### src/rtl/qc_ldpc_pkg.sv
// Shared QC-LDPC definitions: code dimensions, base-matrix shifts, FSM states, circulant helper.
// QC_LDPC_SYNDROME_WEIGHT_EN adds the COUNT state used by the syndrome-weight option.
package qc_ldpc_pkg;

  localparam int Z_DEF  = 88;
  localparam int MB_DEF = 16;
  localparam int NB_DEF = 41;
  localparam int KB_DEF = NB_DEF - MB_DEF;

  // Each entry is an 8-bit two's-complement shift; 8'hFF (-1) marks an all-zero block.
  localparam logic [7:0] ZERO_BLK = 8'hFF;
  typedef logic [MB_DEF-1:0][NB_DEF-1:0][7:0] shift_tbl_t;

  // Info columns are pseudo-random circulants; parity columns form a dual diagonal of
  // identities so the encoder can solve parity row by row.
  function automatic shift_tbl_t gen_base_shift();
    shift_tbl_t t;
    for (int r = 0; r < MB_DEF; r++) begin
      for (int c = 0; c < NB_DEF; c++) begin
        if (c < KB_DEF)
          t[r][c] = ((r + 2 * c) % 5 == 0) ? ZERO_BLK : 8'((r * 37 + c * 53 + r * c * 11) % Z_DEF);
        else
          t[r][c] = (c - KB_DEF == r || c - KB_DEF + 1 == r) ? 8'h00 : ZERO_BLK;
      end
    end
    return t;
  endfunction

  localparam shift_tbl_t BASE_SHIFT = gen_base_shift();

  typedef enum logic [1:0] {
    ST_IDLE,
    ST_RECV,
`ifdef QC_LDPC_SYNDROME_WEIGHT_EN
    ST_COUNT,
`endif
    ST_FIN
  } state_t;

  // (k - s) mod z for 0 <= k, s < z, without a divider.
  function automatic int mod_sub(input int k, input int s, input int z);
    return (k >= s) ? (k - s) : (k - s + z);
  endfunction

endpackage

### src/rtl/qc_ldpc_syndrome_row.sv
// One Z-bit syndrome block: toggles the check hit by the incoming bit through this row's circulant.
module qc_ldpc_syndrome_row
  import qc_ldpc_pkg::*;
#(
  parameter int Z  = Z_DEF,
  parameter int BW = $clog2(Z)
) (
  input  logic          clk,
  input  logic          reset,
  input  logic          clear,
  input  logic          accept,
  input  logic [7:0]    shift,
  input  logic [BW-1:0] bit_idx,
  input  logic          in_bit,
  output logic [Z-1:0]  blk,
  output logic [Z-1:0]  blk_nxt
);
  logic [BW-1:0] pos;

  assign pos = BW'(mod_sub(int'(bit_idx), int'(shift), Z));

  always_comb begin
    blk_nxt = blk;
    if (clear)
      blk_nxt = '0;
    else if (accept && in_bit && shift != ZERO_BLK)
      blk_nxt[pos] = ~blk[pos];
  end

  always_ff @(posedge clk or posedge reset) begin
    if (reset) blk <= '0;
    else       blk <= blk_nxt;
  end
endmodule

### config.mk
export PLATFORM = sky130hd
export DESIGN_NAME = qc_ldpc_syndrome_row
export DESIGN_NICKNAME = d
export VERILOG_FILES = /design/src/rtl/qc_ldpc_pkg.sv /design/src/rtl/qc_ldpc_syndrome_row.sv
export SDC_FILE = /design/constraint.sdc
export NUM_CORES = 1
export LEC_CHECK = 0
export CAP_MARGIN = 25
export CORE_ASPECT_RATIO = 1.2
export CORE_UTILIZATION = 37
export CTS_BUF_LIST = sky130_fd_sc_hd__clkbuf_8
export CTS_CLUSTER_DIAMETER = 150
export DETAILED_ROUTE_END_ITERATION = 12
export GPL_ROUTABILITY_DRIVEN = 0
export HOLD_SLACK_MARGIN = 0.06
export PLACE_DENSITY = 0.67
export SLEW_MARGIN = 20
export SYNTH_ARGS = -nofsm -noshare
export SYNTH_HDL_FRONTEND = slang
export SYNTH_SLANG_ARGS = --single-unit
### constraint.sdc
create_clock -name clk -period 4.45 [get_ports clk]
set_clock_uncertainty 0.1 [all_clocks]
set_input_delay 0.89 -clock clk [delete_from_list [all_inputs] [get_ports clk]]
set_output_delay 0.89 -clock clk [all_outputs]
set_load 0.02 [all_outputs]
After elaboration in Yosys (flattened, before gate mapping)
Cells that the tools add are included.
{ "classes": {"add_sub_neg": 2, "mul": 0, "div_mod_pow": 0, "n_lt_le_gt_ge": 3, "n_eq_ne": 1, "shift": 0, "mux": 8, "bitwise": 1, "reduce_logical": 3} }
{ "ops": {"columns": ["cell", "n"], "rows": [
  ["88-bit 2-to-1 mux", 2],
  ["88-bit bitwise mux", 1],
  ["7-bit by 8-bit >= comparator with 1-bit output", 1],
  ["7-bit by 8-bit < comparator with 1-bit output (second input constant)", 1],
  ["8-bit inequality test (second input constant)", 1],
  ["7-bit adder (second input constant)", 1],
  ["1-bit binary-select mux with 7-bit select", 1],
  ["1-bit demux with 7-bit select", 1],
  ["7-bit by 1-bit >= comparator with 1-bit output (second input constant)", 1],
  ["7-bit 2-to-1 mux", 1],
  ["7-bit subtractor", 1],
  ["1-bit logical AND", 3],
  ["1-bit 2-to-1 mux", 2],
  ["1-bit inverter", 1]
]} }
{ "word_totals": {"ff_bits": 88, "latch_bits": 0, "ramBits": 0, "romBits": 0, "input_bits": 20, "wordCells": 19, "mem_count": 0} }

Depth between registers and ports, before layout
Gate-level depths: netlist of run 1.
{ "depth": {"word_depth": 10, "depth_mapped": 14, "depth_no_buf": 12} }

Least setup slack after synthesis of run 1
No wires, ideal clock.
{ "synth_timing": {"kind": "input-to-output", "start": "input bit_idx[0]", "end": "output blk_nxt[19]", "arrival_time_ps": 4053, "setup_slack_ps": -593, "path_stages": 14, "path_buffers": 2, "path_cell_list": "inv_1 -> ha_1 -> fa_1 -> nor2b_1 -> o22a_2 -> xnor2_1 -> ha_1 -> nor3b_1 -> or3_1 -> buf_2 -> buf_2 -> nor4_2 -> o21ai_0 -> o221ai_1"} }
{ "synth_between": {"elab_chain_cells": 10, "word_cells_on_any_way": 15, "classes_between": "add/sub (2); order compare (3); mux (8); bitwise (1); reduce/logical (1)"} }
{ "synth_rtl": {"columns": ["element", "line", "text"], "rows": [
  ["from (decl)", "qc_ldpc_syndrome_row.sv:13", "input logic [BW-1:0] bit_idx,"],
  ["7-bit subtractor", "qc_ldpc_pkg.sv:42", "return (k >= s) ? (k - s) : (k - s + z);"],
  ["7-bit adder", "qc_ldpc_pkg.sv:42", null],
  ["7-bit 2-to-1 mux *", "qc_ldpc_pkg.sv:42", null],
  ["7-bit by 8-bit < comparator with 1-bit output (implied by the code) or 7-bit by 1-bit >= comparator with 1-bit output (tied branches)", "qc_ldpc_syndrome_row.sv:27", "blk_nxt[pos] = ~blk[pos];"],
  ["1-bit logical AND (implied by the code)", "qc_ldpc_syndrome_row.sv:27", null],
  ["1-bit 2-to-1 mux (implied by the code)", "qc_ldpc_syndrome_row.sv:27", null],
  ["1-bit demux with 7-bit select", "qc_ldpc_syndrome_row.sv:27", null],
  ["88-bit bitwise mux *", "qc_ldpc_syndrome_row.sv:27", null],
  ["88-bit 2-to-1 mux *", "qc_ldpc_syndrome_row.sv:26", "else if (accept && in_bit && shift != ZERO_BLK)"],
  ["88-bit 2-to-1 mux *", "qc_ldpc_syndrome_row.sv:24", "if (clear)"],
  ["to (decl)", "qc_ldpc_syndrome_row.sv:16", "output logic [Z-1:0] blk_nxt"]
]} }
Mark *: on every way between the ends. The rest lies on a longest branch, timed or not. The select of a mux whose other input is x is not followed.

Worst setup path after layout of run 1
{ "layout_timing": {"start": "input bit_idx[0]", "end": "output blk_nxt[7]"} }
The elaborated chain is that of the path after synthesis.

==> qor.yml, run 1 <==
grt_max_degree: 64
num_antenna_cells: 0
largestRegisters: "blk: 88 flops"
hold_violations: 0
final_area_um2: 13200
cts_max_path_buffers: 2
required_ps: 3460
max_clock_freq_mhz: 200
portBuffers: 195
wl_per_cell_um: 25.7
num-nets-final: 1197
grt_pass1_vias: 8643
viasPerCell: 6.52
cts_buffers: 9
antenna_found_initial: 0
synthSimpleGateAreaFrac: 0.293
p_seq_frac: 0.207
top_register: "blk"
grt_pass1_wl_mm: 48.8
die_w_um: 126
power_density_nw_per_um2: 316
syn_nets: 829
start_util: 0.378
tightest_slew_ps: 1020
largest_reg_flops: 88
intPower_mw: 2.27
p_clk_frac: 0.139
fillCellCount: 1209
seqCellArea_um2: 2200
cts.sinks: 88
num_io_pins: 196
cp.arrival_ps: 4020
seq_area_frac_synth: 0.320
synthMuxAreaShare: 0.0413
synth-main-ff-cell: "dfrtp_1"
finalWorstSetupSlack_ps: -559
grt_usage: 0.336
hold_class: "reg2reg"
drtIter0Drc: 1380
crit_chain: "buf_8 -> inv_12 -> ha_4 -> fa_2 -> nor2b_4 -> o22a_4 -> xnor2_4 -> ha_4 -> nor3b_4 -> buf_4 -> nor3_4 -> buf_4 -> buf_12 -> buf_6 -> nor4_4 -> o21ai_1 -> o221ai_2 -> buf_4"
period_minus_slack_ps: 5010
outcome: "finished, violations left"
overflow: 0
syn_inst: 800
synth_edf_count: 0
ir_worst_vdd_mv: 0.203
syn-cell-area_um2: 6880
critical_path.top_delay_family: "buffers and inverters"
htreeDepth: 3
synth_seq_cells: 88
synthArstFlopShare: 1.00
worstPathMaxFanout: 6
dr_total_vias: 9108
synth_top_family_by_area: "simple AND/OR/NAND/NOR gates"
multi_input_area_um2: 6210
drc: 0
path_depth: 18
avgSynthCellArea_um2: 8.60
cap_violations: 0
drt_pass1_iterations: 7
setup_viol: 88
cp_num_buf_inv: 7
synth_xor_area_frac: 0.00873
path_clk_slew_ps: 90
dp_hpwl_mm: 22.2
die_area_um2: 19100
slew_headroom: 0.320
finalCritPeriodShare: 1.13
cp_slowest_stage_delay_ps: 370
combPwrFrac: 0.655
slowest_stage: "fa_2"
yosys.area_share.adder: 0.0175
holdWs_ps: 576
rsz0062_at_grt: "yes"
r2r_cells: 11
switching_share: 0.456
worstSkewPairLatency_ps: 400
drive_gt1_frac: 0.490
wl_mm: 35.8
finalMaxSlewViolations: 0
violations: "setup timing"
switching_power_mw: 1.90
postPlaceCellArea_um2: 10800
postRouteAntennaNets: 0
core_um2: 18200
die_h_um: 151
yosysWarnings: 0
holdPathStages: 2
p_leak_nw: 5.02
cpMostUsedCell: "buf_4"
cts_tree: "built"
synthToLayoutAreaGrowth_pct: 92.3
rows: 54
worstSetupPathType: "in2out"
end_kind: "output port"
startpoint_type: "input pin"
yosysUniqueCellTypes: 68
clk_root_buffer_cell: "clkbuf_8"
synth-compound-area-share: 0.263
[cells in the mapped netlist, types with 3 or more instances]
cell,count,area share
a221oi_1,6,0.0076
buf_6,3,0.0049
a21oi_1,10,0.0073
nand3_1,41,0.030
nand2b_1,156,0.14
nor3_1,14,0.010
and3_1,8,0.0073
nor4_4,5,0.015
nor4_2,7,0.013
nand2_1,19,0.010
nor4_1,20,0.018
xnor2_1,4,0.0051
dfrtp_1,88,0.32
nor2b_1,15,0.014
inv_1,14,0.0076
a311oi_1,4,0.0051
o221ai_1,83,0.11
mux2_2,7,0.011
o22ai_1,5,0.0045
or2_2,5,0.0045
a22oi_1,4,0.0044
mux2i_1,16,0.023
buf_2,19,0.014
buf_1,5,0.0027
ha_1,8,0.015
nor2_1,15,0.0082
nor3b_1,4,0.0044
a31oi_1,4,0.0036
o211ai_1,8,0.0087
o21ai_0,100,0.073
o21bai_1,8,0.0087
clkbuf_1,50,0.027
[cells in the final DEF (no fill, tap or decap), drive strengths merged, types with 7 or more instances in the layout]
cell type      count
mux2i             16
nand2b           156
buf              325
nand2             19
clkbuf            18
dfrtp             88
o221ai            83
nor3              16
nor2b             15
nor4              32
o21ai            102
mux2               7
o21bai             8
ha                 8
nor2              15
nand3             41
clkdlybuf4s50     92
inv               14
a21oi             10
and3               8
o211ai             8
[power groups by stage]
stage	clock network, mW	logic, mW	registers [mW]
6_report	0.580	2.73	0.863
3_5_place_dp	0	1.75	0.875
2_1_floorplan	0	0.881	0.899
5_1_grt	0.623	2.80	0.864
3_3_place_gp	0	1.74	0.876
4_1_cts	0.584	2.30	0.859
[routing by layer]
| metal | vias up | part of all wire | global-route usage |
|---|---|---|---|
| met4 | 0 | 0.078 | 0.185 |
| met2 | 739 | 0.47 | 0.572 |
| met3 | 272 | 0.10 | 0.0604 |
| met1 | 4316 | 0.35 | 0.404 |
| li1 | 3781 | - | - |
| met5 | - | 0 | 0 |
[what timing repair did]
action	4_1_cts	5_1_grt
gates resized for setup	691	164
cloned	5	5
pin swaps	49	56
setup buffers	38	35
setup endpoints to repair	88	88
hold buffers	0	0
[cells by family after synthesis]
| group | after synthesis |
|---|---|
| DFF | 88 |
| and+or+nand+nor | 323 |
| buffers and inverters | 92 |
| xor gates and xnor gates | 6 |
| adders and majority gates | 9 |
| AOI/OAI and AO/OA | 257 |
| muxes | 25 |
[final cells by class]
type	count	area share
Clock buffer	9	0.00937
Sequential cell	88	0.167
Clock inverter	7	0.00530
Tap cell	224	0.0212
Inverter	15	0.00568
Timing Repair Buffer	433	0.322
Multi-Input combinational cell	621	0.470
[through the flow]
stage               TNS [ps]  instances  setup slack (ps)  power [mW]   util
floorplan             -11800        800              -247        1.78      -
global placement     -118590       1308             -1450        2.62  0.592
detailed placement   -120730       1308             -1470        2.63  0.592
CTS                   -40480       1365              -551        3.74  0.677
global route          -44820       1397              -675        4.29  0.728
finish                -38410       1397              -559        4.18  0.728
[worst paths after layout]
check,to,slack [ps],startpoint
max in group asynchronous,blk[70]$_DFF_PP0_,2910,reset
min reg2reg,blk[11]$_DFF_PP0_,580,blk[11]$_DFF_PP0_
max reg2reg,blk[56]$_DFF_PP0_,1950,blk[46]$_DFF_PP0_
min in group asynchronous,blk[19]$_DFF_PP0_,810,reset
max,blk_nxt[7],-560,bit_idx[0]
min,blk[11]$_DFF_PP0_,580,blk[11]$_DFF_PP0_
[worst reg2reg max path: stages, from the launching register on]
cell and delay (ps):
dfrtp_1 410, mux2_4 280, a221oi_2 280, o22ai_2 150, mux2i_1 180, buf_4 150
mux2i_4 80, buf_12 160, buf_12 150, o211ai_1 240, buf_4 160, buf_4 90
(Power assumes the default switching activity.)
==> inputs of run 2 (changes only) <==
--- a/config.mk
+++ b/config.mk
@@ -7,14 +7,14 @@
 export LEC_CHECK = 0
 export CAP_MARGIN = 25
 export CORE_ASPECT_RATIO = 1.2
-export CORE_UTILIZATION = 37
+export CORE_UTILIZATION = 50
 export CTS_BUF_LIST = sky130_fd_sc_hd__clkbuf_8
 export CTS_CLUSTER_DIAMETER = 150
 export DETAILED_ROUTE_END_ITERATION = 12
 export GPL_ROUTABILITY_DRIVEN = 0
 export HOLD_SLACK_MARGIN = 0.06
-export PLACE_DENSITY = 0.67
-export SLEW_MARGIN = 20
+export PLACE_DENSITY = 0.83
+export SLEW_MARGIN = 30
 export SYNTH_ARGS = -nofsm -noshare
 export SYNTH_HDL_FRONTEND = slang
 export SYNTH_SLANG_ARGS = --single-unit
==> constraint.sdc (replaced) <==
create_clock -name clk -period 4.9 [get_ports clk]
set_clock_uncertainty 0.1 [all_clocks]
set_input_delay 0.98 -clock clk [delete_from_list [all_inputs] [get_ports clk]]
set_output_delay 0.98 -clock clk [all_outputs]
set_load 0.02 [all_outputs]
==> run 2 against run 1 <==
Effect of this change:
- the flow now stops in clock tree synthesis
- synthesized area did not move
- synthesized cell count did not move
==> qor.yml, run 2 <==
cts.sinks: 88
cts_max_path_buffers: 2
dp_hpwl_mm: 21.4
portBuffers: 195
postPlaceCellArea_um2: 10500
synth-main-ff-cell: "dfrtp_1"
outcome: "did not finish"
yosysWarnings: 0
post_cts_resized: 887
cts_setup_buffers: 67
lastStage: "clock tree synthesis"
die_h_um: 130
die_w_um: 109
cts_hold_buf: 0
synth_seq_cells: 88
error: "[ERROR DPL-0033] detailed placement checks failed during check placement."
start_util: 0.517
yosysUniqueCellTypes: 68
syn_nets: 829
seq_area_frac_synth: 0.320
clk_root_buffer_cell: "clkbuf_8"
synth_common_cells: "156 x nand2b_1, 100 x o21ai_0, 88 x dfrtp_1, 83 x o221ai_1, 50 x clkbuf_1"
syn_inst: 800
avgSynthCellArea_um2: 8.60
synth_most_common_cell: "nand2b_1"
htreeDepth: 3
synth_top_area_cell: "dfrtp_1"
rows: 46
synth.area.top_cells: "dfrtp_1 32%, nand2b_1 14%, o221ai_1 11%"
num_io_pins: 196
syn-cell-area_um2: 6880
place_ws_ps: -1170
synth_edf_count: 0
cts_buffers: 9
synthArstFlopShare: 1.00
yosys.area.top_type_share: 0.320
place_inst: 1254
-- run 2: cell counts after synthesis --
Identical to the previous run, type by type.
-- run 2: kinds of logic after synthesis --
logic type,synth area share
adders and majority gates,0.0175
AOI/OAI and AO/OA,0.263
and+or+nand+nor,0.293
buffers and inverters,0.0569
muxes,0.0413
xor gates and xnor gates,0.00873
DFF,0.320
-- run 2: metrics by stage --
stage           util  hold WS, ps
2_1_floorplan      -          733
3_3_place_gp   0.793          544
3_5_place_dp   0.793          552
==> inputs of run 3 (changes only) <==
--- a/config.mk
+++ b/config.mk
@@ -6,14 +6,10 @@
 export NUM_CORES = 1
 export LEC_CHECK = 0
 export CAP_MARGIN = 25
-export CORE_ASPECT_RATIO = 1.2
-export CORE_UTILIZATION = 50
-export CTS_BUF_LIST = sky130_fd_sc_hd__clkbuf_8
-export CTS_CLUSTER_DIAMETER = 150
+export CORE_UTILIZATION = 35
 export DETAILED_ROUTE_END_ITERATION = 12
 export GPL_ROUTABILITY_DRIVEN = 0
-export HOLD_SLACK_MARGIN = 0.06
-export PLACE_DENSITY = 0.83
+export PLACE_DENSITY_LB_ADDON = 0.15
 export SLEW_MARGIN = 30
 export SYNTH_ARGS = -nofsm -noshare
 export SYNTH_HDL_FRONTEND = slang
==> run 3 against run 2 <==
Effect of this change:
- the flow now finishes, with violations (setup timing)
==> qor.yml, run 3 (synthesized netlist as in run 1, its figures left out) <==
core_um2: 19000
rsz0062_at_grt: "yes"
path_clk_slew_ps: 60
dr_total_vias: 9293
setup_viol: 88
htreeDepth: 3
rows: 50
cts_hold_buf: 0
worstSkewPairLatency_ps: 360
r2r_cells: 10
cts_buffers: 9
cap_violations: 0
report.power.total_mw: 4.36
cts.sinks: 88
tightest_slew_ps: 1050
finalMaxSlewViolations: 0
holdPathStages: 2
period_minus_slack_ps: 5250
drc: 0
drive_gt1_frac: 0.516
post-route-util: 0.756
slowest_stage: "fa_2"
largest_reg_flops: 88
wl_mm: 37.7
cp_slowest_stage_delay_ps: 370
die_area_um2: 20200
antenna_found_initial: 0
num_antenna_cells: 0
clk_root_buffer_cell: "clkbuf_16"
dp_hpwl_mm: 21.9
synthToLayoutAreaGrowth_pct: 108
portBuffers: 195
num-nets-final: 1237
top_register: "blk"
grt_pass1_wl_mm: 52.4
r2r_setup_slack_ps: 2420
min_to: "blk[26]$_DFF_PP0_"
power_density_nw_per_um2: 304
die_w_um: 142
p_leak_nw: 5.40
hold_violations: 0
worstPathMaxFanout: 5
wl_per_cell_um: 25.6
cts_tree: "built"
postRouteAntennaNets: 0
drtIter0Drc: 958
cpMostUsedCell: "buf_6"
overflow: 0
worstReg2RegStart: "blk[87]$_DFF_PP0_"
cts_max_path_buffers: 2
finalCritPeriodShare: 1.07
worstSetupPathType: "in2out"
startpoint_type: "input pin"
viasPerCell: 6.31
grt_max_degree: 100
die_h_um: 142
final_common_cell: "buf_4"
grt_usage: 0.345
finalWorstSetupSlack_ps: -348
num_io_pins: 196
r2r_end: "blk[87]$_DFF_PP0_"
end_kind: "output port"
hp-start: "blk[26]$_DFF_PP0_"
max_clock_freq_mhz: 191
violations: "setup timing"
hold_class: "reg2reg"
ir_worst_vdd_mv: 0.285
final_cell_mix: "195 x buf_4, 153 x nand2b_1, 120 x buf_6"
drt_pass1_iterations: 6
outcome: "finished, violations left"
required_ps: 3820
largestRegisters: "blk: 88 flops"
holdWs_ps: 588
slew_headroom: 0.301
cp.arrival_ps: 4170
start_util: 0.363
grt_pass1_vias: 8872
crit_chain: "buf_6 -> ha_4 -> fa_2 -> nor2b_4 -> o22a_4 -> xnor2_2 -> ha_1 -> nor3b_4 -> buf_4 -> nor3_4 -> buf_12 -> buf_12 -> mux2i_4 -> buf_6 -> buf_12 -> buf_6 -> o221ai_4 -> buf_6"
tns_ps: -19040
-- run 3: final cells by class --
type | count | area [um2]
Timing Repair Buffer | 474 | 4890
Tap cell | 260 | 325
Sequential cell | 88 | 2200
Clock inverter | 3 | 42.5
Clock buffer | 12 | 246
Multi-Input combinational cell | 620 | 6560
Fill cell | 1138 | 4630
Inverter | 15 | 62.6
-- run 3: report_power, final --
| group | internal [mW] | leakage [nW] | switching [mW] | total, mW |
|---|---|---|---|---|
| Clock | 0.406 | 0.139 | 0.300 | 0.706 |
| Combinational | 1.30 | 4.04 | 1.57 | 2.87 |
| Sequential | 0.753 | 1.23 | 0.0322 | 0.785 |
| Total | 2.46 | 5.40 | 1.90 | 4.36 |
-- run 3: how the worst max path moves through the flow --
stage | start | to | slack [ps] | cells after the start
CTS | bit_idx[0] | blk_nxt[74] | -300 | 19
finish | shift[0] | blk_nxt[19] | -350 | 18
detailed placement | bit_idx[0] | blk_nxt[87] | -1140 | 14
floorplan | bit_idx[0] | blk_nxt[12] | -30 | 12
global route | bit_idx[0] | blk_nxt[19] | -410 | 19
global placement | shift[0] | blk_nxt[60] | -1090 | 14
-- run 3: per-stage QoR --
stage,instance area [um2],instances,setup WS [ps]
after floorplan,7260,800,-26.8
after global placement,10700,1341,-1090
after detailed placement,10700,1341,-1140
after CTS,13300,1439,-295
after global routing,14300,1472,-414
final,14300,1472,-348
-- run 3: what timing repair did --
action,CTS,global route
cloned,6,1
resized for setup,827,161
pin swaps,82,73
setup endpoints to repair,88,88
buffers inserted,79,37
-- run 3: critical path: cells and delay by family --
| family | cells | cell delay [ps] |
|---|---|---|
| buf+inv | 8 | 1110 |
| fa+ha+maj | 3 | 790 |
| simple gates | 3 | 620 |
| compound gates | 2 | 280 |
| mux | 1 | 270 |
| xor+xnor | 1 | 120 |
-- run 3: per-layer routing --
metal | global-route usage | routed length, um | part of all wire | vias up
li1 | - | - | - | 3866
met1 | 0.455 | 14400 | 0.38 | 4530
met2 | 0.540 | 17200 | 0.46 | 681
met3 | 0.0700 | 3670 | 0.097 | 216
met4 | 0.165 | 2410 | 0.064 | 0
met5 | 0 | 0 | 0 | -
